<file path="src/rtl/axi_rd_arbiter_pkg.sv">
// Shared constants and types for the AXI3 read-side arbiter.
package axi_rd_arbiter_pkg;

   localparam logic [3:0] ID_INST = 4'd0;
   localparam logic [3:0] ID_DATA = 4'd1;

   localparam logic [2:0] AXSIZE_1B = 3'd0;
   localparam logic [2:0] AXSIZE_2B = 3'd1;
   localparam logic [2:0] AXSIZE_4B = 3'd2;

   typedef enum logic {
      ST_IDLE  = 1'b0,
      ST_ISSUE = 1'b1
   } arb_state_e;

endpackage

</file>
<file path="src/rtl/axi_rd_arbiter_outst.sv">
// Saturating up/down in-flight read counter; one instance per AXI ID.
module rd_outst_counter #(
   parameter int MAX = 2
) (
   input  logic       clk,
   input  logic       reset,
   input  logic       inc_i,
   input  logic       dec_i,
   output logic [2:0] cnt_o,
   output logic       full_o,
   output logic       empty_o,
   output logic       underflow_o
);

   logic [2:0] cnt_q, cnt_d;

   always_comb begin
      cnt_d       = cnt_q;
      underflow_o = 1'b0;
      if (inc_i && !dec_i) begin
         if (cnt_q != 3'(MAX)) cnt_d = cnt_q + 3'd1;
      end else if (dec_i && !inc_i) begin
         // A completion with nothing in flight is a stray beat: hold at 0 and flag it.
         if (cnt_q == 3'd0) underflow_o = 1'b1;
         else               cnt_d = cnt_q - 3'd1;
      end
   end

   always_ff @(posedge clk) begin
      if (reset) cnt_q <= 3'd0;
      else       cnt_q <= cnt_d;
   end

   assign cnt_o   = cnt_q;
   assign full_o  = (cnt_q >= 3'(MAX));
   assign empty_o = (cnt_q == 3'd0);

endmodule

</file>
<file path="src/rtl/axi_rd_arbiter.sv">
// Schedules inst-fetch (ARID 0) and data-load (ARID 1) reads onto one AXI3 AR/R pair.
module axi_rd_arbiter
   import axi_rd_arbiter_pkg::*;
#(
   parameter int MAX_OUTST  = 2,
   parameter int STARVE_LIM = 4
) (
   input  logic        clk,
   input  logic        reset,
   input  logic        inst_req_valid,
   input  logic [31:0] inst_req_addr,
   output logic        inst_req_ready,
   output logic        inst_rsp_valid,
   output logic [31:0] inst_rsp_data,
   input  logic        inst_rsp_ready,
   input  logic        data_req_valid,
   input  logic [31:0] data_req_addr,
   input  logic [2:0]  data_req_size,
   output logic        data_req_ready,
   output logic        data_rsp_valid,
   output logic [31:0] data_rsp_data,
   input  logic        data_rsp_ready,
   input  logic        wr_pending,
   input  logic [31:0] wr_addr,
   output logic [3:0]  arid,
   output logic [31:0] araddr,
   output logic [2:0]  arsize,
   output logic        arvalid,
   input  logic        arready,
   input  logic [3:0]  rid,
   input  logic [31:0] rdata,
   input  logic        rlast,
   input  logic        rvalid,
   output logic        rready,
   output logic        err_bad_rid
);

   arb_state_e  state_q, state_d;
   logic [3:0]  arid_q, arid_d;
   logic [31:0] araddr_q, araddr_d;
   logic [2:0]  arsize_q, arsize_d;
   logic [7:0]  starve_q, starve_d;
   logic        err_q, err_d;

   logic [2:0]  inst_cnt, data_cnt;
   logic        inst_full, data_full, inst_empty, data_empty, inst_uf, data_uf;
   logic        hazard, inst_elig, data_elig, force_inst, grant_inst, grant_data;
   logic        ar_hs, inc_inst, inc_data, dec_inst, dec_data, rid_bad;
   logic        unused_ok;

   // Word-granular alias check against the single in-flight write.
   assign hazard     = wr_pending && (wr_addr[31:2] == data_req_addr[31:2]);
   assign inst_elig  = inst_req_valid && !inst_full;
   assign data_elig  = data_req_valid && !data_full && !hazard;
   assign force_inst = (starve_q == 8'(STARVE_LIM)) && inst_elig;
   assign grant_data = (state_q == ST_IDLE) && data_elig && !force_inst;
   assign grant_inst = (state_q == ST_IDLE) && inst_elig && !grant_data;

   assign inst_req_ready = grant_inst;
   assign data_req_ready = grant_data;

   always_comb begin
      state_d  = state_q;
      arid_d   = arid_q;
      araddr_d = araddr_q;
      arsize_d = arsize_q;
      case (state_q)
         ST_IDLE: begin
            if (grant_data) begin
               arid_d   = ID_DATA;
               araddr_d = data_req_addr;
               arsize_d = data_req_size;
               state_d  = ST_ISSUE;
            end else if (grant_inst) begin
               arid_d   = ID_INST;
               araddr_d = inst_req_addr;
               arsize_d = AXSIZE_4B;
               state_d  = ST_ISSUE;
            end
         end
         ST_ISSUE: begin
            if (arready) state_d = ST_IDLE;
         end
         default: state_d = ST_IDLE;
      endcase
   end

   always_comb begin
      starve_d = starve_q;
      if (grant_inst)
         starve_d = 8'd0;
      else if (grant_data && inst_req_valid && (starve_q < 8'(STARVE_LIM)))
         starve_d = starve_q + 8'd1;
   end

   always_comb begin
      inst_rsp_valid = 1'b0;
      data_rsp_valid = 1'b0;
      rready         = 1'b1;
      rid_bad        = 1'b0;
      if (rid == ID_INST) begin
         inst_rsp_valid = rvalid;
         rready         = inst_rsp_ready;
      end else if (rid == ID_DATA) begin
         data_rsp_valid = rvalid;
         rready         = data_rsp_ready;
      end else begin
         rid_bad = rvalid;
      end
   end

   assign inst_rsp_data = rdata;
   assign data_rsp_data = rdata;

   assign ar_hs    = (state_q == ST_ISSUE) && arready;
   assign inc_inst = ar_hs && (arid_q == ID_INST);
   assign inc_data = ar_hs && (arid_q == ID_DATA);
   assign dec_inst = rvalid && rready && rlast && (rid == ID_INST);
   assign dec_data = rvalid && rready && rlast && (rid == ID_DATA);
   assign err_d    = err_q || rid_bad || inst_uf || data_uf;

   rd_outst_counter #(.MAX(MAX_OUTST)) u_inst_cnt (
      .clk        (clk),
      .reset      (reset),
      .inc_i      (inc_inst),
      .dec_i      (dec_inst),
      .cnt_o      (inst_cnt),
      .full_o     (inst_full),
      .empty_o    (inst_empty),
      .underflow_o(inst_uf)
   );

   rd_outst_counter #(.MAX(MAX_OUTST)) u_data_cnt (
      .clk        (clk),
      .reset      (reset),
      .inc_i      (inc_data),
      .dec_i      (dec_data),
      .cnt_o      (data_cnt),
      .full_o     (data_full),
      .empty_o    (data_empty),
      .underflow_o(data_uf)
   );

   assign unused_ok = ^{inst_empty, data_empty, inst_cnt, data_cnt};

   always_ff @(posedge clk) begin
      if (reset) begin
         state_q  <= ST_IDLE;
         arid_q   <= 4'd0;
         araddr_q <= 32'd0;
         arsize_q <= 3'd0;
         starve_q <= 8'd0;
         err_q    <= 1'b0;
      end else begin
         state_q  <= state_d;
         arid_q   <= arid_d;
         araddr_q <= araddr_d;
         arsize_q <= arsize_d;
         starve_q <= starve_d;
         err_q    <= err_d;
      end
   end

   assign arvalid     = (state_q == ST_ISSUE);
   assign arid        = arid_q;
   assign araddr      = araddr_q;
   assign arsize      = arsize_q;
   assign err_bad_rid = err_q;

endmodule

</file>
<file path="config.mk">
export PLATFORM = sky130hd
export DESIGN_NAME = axi_rd_arbiter
export DESIGN_NICKNAME = d
export VERILOG_FILES = /design/src/rtl/axi_rd_arbiter_pkg.sv /design/src/rtl/axi_rd_arbiter_outst.sv /design/src/rtl/axi_rd_arbiter.sv
export SDC_FILE = /design/constraint.sdc
export NUM_CORES = 1
export LEC_CHECK = 0
export BUFFER_PORTS_ARGS = -buffer_cell sky130_fd_sc_hd__buf_2
export CELL_PAD_IN_SITES_DETAIL_PLACEMENT = 0
export CELL_PAD_IN_SITES_GLOBAL_PLACEMENT = 1
export CORE_MARGIN = 2
export CORE_UTILIZATION = 30
export DETAILED_ROUTE_END_ITERATION = 6
export GPL_TIMING_DRIVEN = 0
export PLACE_DENSITY = 0.81
export RECOVER_POWER = 50
export SLEW_MARGIN = 10
export SYNTH_ARGS = -nofsm -noshare
export SYNTH_HDL_FRONTEND = slang
export SYNTH_SLANG_ARGS = --single-unit
</file>
<file path="constraint.sdc">
create_clock -name clk -period 2.3 [get_ports clk]
set_clock_uncertainty 0.05 [all_clocks]
set_input_delay 0.23 -clock clk [delete_from_list [all_inputs] [get_ports clk]]
set_output_delay 0.23 -clock clk [all_outputs]
set_load 0.02 [all_outputs]
</file>
## Word level (Yosys, flattened, before mapping)

Cells that the tools add are included.

- Register bits after elaboration: 55
- Input bits: 145
- Output and inout bits: 110
- Logic and storage cells: 103

- Add/subtract/negate cells: 5
- $lt $le $gt $ge: 3
- Eq/ne operators: 10
- Mux-type cells: 31
- Bitwise logic cells: 1
- Reductions and logical operators: 45

Operators by type and width:

| operator | number |
|---|---|
| $mux 32 | 2 |
| $eq 30x30->1 | 1 |
| $mux 3 | 10 |
| $logic_and 1x1->1 | 22 |
| $mux 1 | 16 |
| $logic_not 1->1 | 9 |
| $add 8x1->8 const B | 1 |
| $eq 4x1->1 const B | 2 |
| $eq 8x3->1 const B | 1 |
| $logic_not 4->1 | 2 |
| $lt 8x3->1 const B | 1 |
| $mux 4 | 2 |
| $add 3x1->3 const B | 2 |
| $ge 3x2->1 const B | 2 |
| $logic_not 3->1 | 2 |
| $ne 3x2->1 const B | 2 |
| $reduce_and 3->1 | 2 |
| $reduce_bool 2->1 | 3 |
| $sub 3x1->3 const B | 2 |
| $ne 2x1->1 const B | 2 |
| $ne 2x2->1 const B | 2 |
| $logic_or 1x1->1 | 3 |
| $pmux 1 s2 | 1 |
| $reduce_and 2->1 | 1 |
| other kinds (2) | 2 |

## Longest topological paths before layout

- Word-level depth: 11
- Depth in mapped cells: 9
- Mapped depth without buffers: 9

## Modules after synthesis

From an unflattened synthesis, not the netlist that was laid out.

- Cells, all modules: 429
- Area total of the unflattened synthesis: 3,716.1 µm²

By module, submodules not included:

| module | instances | cells each | area each (µm²) | seq. area each (µm²) |
|---|---|---|---|---|
| axi_rd_arbiter | 1 | 369 | 3,218.1 | 920.9 |
| rd_outst_counter | 2 | 30 | 249.0 | 60.1 |

## Worst setup path after synthesis

Ideal clock, no wire load.

- Kind: input -> register
- Start: in rid[1]
- End: reg u_inst_cnt.cnt_q[2], in the netlist u_inst_cnt.cnt_o[2]
- Setup time: 0.095 ns
- Arrival: 1.875 ns
- Required time: 2.155 ns
- Setup slack: 0.280 ns
- Cell stages on the path: 8
- Buffers on the path: 0
- Path through: nor4b_4 nand4b_1 and2_1 xnor2_1 ha_1 nor3_1 a21oi_1 a221oi_1

- Cells in the longest elaborated chain, start to end: 10
- Elaborated cells on any way between the ends: 15
- Classes of those cells: eq/ne (3); mux (3); reduce/logical (9)

RTL lines:

| item | line | RTL |
|---|---|---|
| start, declared | axi_rd_arbiter.sv:30 | `input logic [3:0] rid,` |
| $eq 4x1->1 | axi_rd_arbiter.sv:104 | `end else if (rid == ID_DATA) begin` |
| $mux 1 | axi_rd_arbiter.sv:104 |  |
| $mux 1 | axi_rd_arbiter.sv:101 | `if (rid == ID_INST) begin` |
| $logic_and 1x1->1 (2 in series) | axi_rd_arbiter.sv:118 | `assign dec_inst = rvalid && rready && rlast && (rid == ID_INST);` |
| $logic_and 1x1->1 * | axi_rd_arbiter.sv:118 |  |
| $logic_not 1->1 | axi_rd_arbiter_outst.sv:20 | `if (inc_i && !dec_i) begin` |
| $logic_and 1x1->1 | axi_rd_arbiter_outst.sv:20 |  |
| $ne 2x2->1 (no line) (tied with other cells) | n/a |  |
| $reduce_and 3->1 (no line) | n/a |  |
| end signal, assigned | axi_rd_arbiter_outst.sv:31 | `else cnt_q <= cnt_d;` |
| end, declared | axi_rd_arbiter_outst.sv:15 | `logic [2:0] cnt_q, cnt_d;` |

Every way passes the cells marked *; elsewhere a longest branch is shown, timed or not.
A chain may end at the register's enable or synchronous reset.

## Worst setup path in the final report

- Start: reg starve_q[5]
- End: out data_req_ready

- Cells in the longest elaborated chain, start to end: 4

RTL lines:

| item | line | RTL |
|---|---|---|
| start, declared | axi_rd_arbiter.sv:42 | `logic [7:0] starve_q, starve_d;` |
| start signal, assigned | axi_rd_arbiter.sv:159 | `starve_q <= starve_d;` |
| $eq 8x3->1 | axi_rd_arbiter.sv:55 | `assign force_inst = (starve_q == 8'(STARVE_LIM)) && inst_elig;` |
| $logic_and 1x1->1 | axi_rd_arbiter.sv:55 |  |
| $logic_not 1->1 | axi_rd_arbiter.sv:56 | `assign grant_data = (state_q == ST_IDLE) && data_elig && !force_inst;` |
| $logic_and 1x1->1 | axi_rd_arbiter.sv:56 |  |
| end, declared | axi_rd_arbiter.sv:19 | `output logic data_req_ready,` |

Every way passes these cells.

==> results by group <==
Status
  – Status: complete, no violations

Synthesis
  – Compound-Gate Fraction of Synth Area: roughly a quarter
  – Synth top area cells: dfxtp_1 (25%), a211oi_2 (20%), buf_4 (12%)
  – Async SR Flop Fraction: 0%
  – Top cells by count, synth: buf_4 (68), a211oi_2 (64), dfxtp_1 (52)
  – Most common cell in the netlist: buf_4
  – Number of distinct library cells after synthesis: 46
  – Yosys warnings: 0
  – Synthesized flop and latch total: 52
  – Dominant synthesized flop cell: dfxtp_1
  – XOR/XNOR Fraction of Synth Area: 7.252%
  – Adder-Cell Fraction of Synth Area: 1.219%
  – Syn Inst Count: 423
  – Yosys top cell area share: 25.35%
  – Mapped Area: 0.004106 sq mm
  – Leading area contributor after synthesis: dfxtp_1
  – Post-synth EDFFs: 0
  – Avg Inst Size Synth: 9.708 sq um
  – Seq/Total Area, Yosys: between 20 and 30%
  – Post-synthesis mux area share: ~8%
  – Largest family of logic cells by synthesized area: compound AO/OA/AOI/OAI gates
  – Simple-gate share of the synthesized area: 15.42%

Power
  – Combinational Power Share: around 46%
  – Clk pwr share: 22.8%
  – Int Power: 2133 uW
  – PwrDens: 615.7 mW/mm^2
  – Net Sw Frac: roughly two fifths
  – Seq pwr share: 31.5%
  – Leak pwr: 0.002584 uW
  – Peak supply drop: 0.0002874 V
  – P_sw: 1345 uW

Floorplanning
  – Initial Utilization: 30.89%
  – Row cnt: 42
  – DIE WIDTH: around 120 um
  – Die area: around 0.015 sq mm
  – Core box area: 0.01330 sq mm
  – Ports: 255
  – Die Ht: 121.0 um

Timing
  – Final setup fails: 0
  – Final Cycle Share: 97.88%
  – Unrepaired setup endpoints after global routing: true
  – Worst slew pin tran: 826.5 ps
  – Setup TNS: 0 ps
  – Max-slew violation total from the final report: 0
  – Post-route setup slack: 48.74 ps
  – Final Hold Fails: 0
  – Slew headroom: 44.90%
  – F_max: 444.2 MHz
  – Time the worst path needs with I/O delays and setup: 2251 ps

Worst hold path
  – Hold wc startpoint: data_req_size[2]
  – Hold Crit Endpoint: arsize[2]
  – Hold Path Depth: 3
  – Type of the most critical hold path: in2reg

Clocking
  – Clock Latency Late Sink: 300 ps
  – Root buffer cell: clkbuf_16
  – Hold-fix buffers, CTS: 0
  – Clock buffer depth: 2
  – Reg clk slew, reported paths: 60 ps
  – H-tree Lvls: 2
  – CTS tree: yes
  – Clock sinks: 52
  – Num CTS Buffers: 5

Global route
  – GRT Util Overall: 17.70%
  – First-pass GRT wire length: 20,160 um
  – Initial antenna violation count: 1
  – Largest net degree at the start of global routing: 16
  – Vias in the first global route: 4,081
  – Total gr overflow: 0

Worst setup path
  – WP data arrival: 1970 ps
  – Critical R2R Launch: starve_q[5]
  – Reg-to-reg endpoint: araddr[13]
  – Startpoint Class: flop
  – Critical path fanouts, max: 4
  – R2r setup slk: roughly 160 ps
  – Nature of the critical path endpoint: output port
  – Critical path class: reg2out
  – FF-to-FF path depth: 7
  – Worst EP required: 2020 ps

Placement
  – GP Congestion: approximately 0.84
  – IO Port Bufs: between 200 and 250
  – Post-DP HPWL: 10,270 um
  – Setup WS pre-CTS: -290.9 ps

Cells and area
  – Layout Area Growth over Synthesis: 37.57%
  – Layout net count: 806
  – N_diodes: 0
  – Layout cells sized above 1: between 40% and 50%

Drt
  – Remaining antenna violation count after routing: 0
  – Via total after detailed routing: a little under 4k
  – Via density: between 4 and 5
  – Mean routed wirelength per cell: 15.72 um
  – DRC violations left: 0
  – Final wirelength: 13,110 um
  – Initial detailed-routing violation count: 96
  – Drt first pass iters: 6

Flow run
  – MaxCap Viol Count: 0
registers in the layout (all words and copies together) (netlist names):
name,flops
araddr,32
arid,1
arsize,3
arvalid,1
err_bad_rid,1
starve_q,8
u_data_cnt.cnt_o,3
u_inst_cnt.cnt_o,3
final cells by class:
cell class                 count  area, sq um
tap                          176        220.2
inverter                       5        18.77
timing repair buffer         226         1066
fill                        1387         7646
sequential                    52         1044
clock buffer                   6        138.9
buffer                        93        709.4
multi-input combinational    274         2442
clock inverter                 2        10.01
worst max-delay path: stages (launching register included):
cell      delay, ps
dfxtp_2         330
nor4_4          260
nand3b_1        130
or4_4           570
buf_12          160
nand2_4          60
inv_2            40
buf_6           120
per-layer routing:
metal | GRT usage [%] | part of all wire [%] | up-vias
li1 | - | - | 1912
met1 | 19.33 | 39 | 1806
met2 | 32.83 | 50 | 193
met3 | 4.182 | 9.0 | 14
met4 | 6.686 | 1.9 | 0
met5 | 0 | 0 | -
cells in the final DEF (no fill, tap or decap), types with 15 or more instances in the layout:
master,instances
xor2_1,15
mux2i_1,33
buf_2,137
clkbuf_1,86
xnor2_1,16
dfxtp_1,50
buf_4,79
nor2b_1,33
a211oi_2,64
a21oi_1,18
power by group through the flow:
stage | clock [uW] | sequential [uW] | combinational (uW)
6_report | 792 | 1100 | 1590
5_1_grt | 852 | 1110 | 1710
4_1_cts | 818 | 1090 | 1620
2_1_floorplan | 0 | 1240 | 948
3_5_place_dp | 0 | 1110 | 1570
3_3_place_gp | 0 | 1110 | 1540
per-stage QoR:
step / cell area (sq um) / total power, uW / instances / hold WS [ps] / util, %
final: 5649 / 3478 / 834 / 138.5 / 42.49
after global routing: 5649 / 3671 / 834 / 142.6 / 42.49
after CTS: 5733 / 3535 / 833 / 127.0 / 43.12
after detailed placement: 5415 / 2674 / 817 / 413.1 / 40.73
after global placement: 5415 / 2647 / 817 / 408.9 / 40.73
after floorplan: 4114 / 2183 / 425 / 327.6 / -
cells by family after synthesis:
family                     count (synthesis)
and+or+nand+nor                           99
DFF                                       52
muxes                                     33
AOI/OAI and AO/OA                        101
adders and majority gates                  4
xor gates and xnor gates                  34
other                                      1
buffers and inverters                     99
worst max path at each step:
stage | from | endpoint | slack [ps] | cells past startpoint
2_1_floorplan | rid[1] | u_inst_cnt.cnt_o[2] | 280 | 8
3_3_place_gp | wr_addr[22] | inst_req_ready | -320 | 8
3_5_place_dp | data_req_addr[22] | inst_req_ready | -290 | 8
4_1_cts | starve_q[5] | data_req_ready | 20 | 8
5_1_grt | starve_q[5] | data_req_ready | -10 | 7
6_report | starve_q[5] | data_req_ready | 50 | 7
repair_timing:
item,CTS,global route
setup endpoints to repair,41,13
setup buffers,8,2
gates resized for setup,20,9
endpoints found under the hold margin,0,0
pin swaps,9,4
Power figures use the tool's default switching activity.
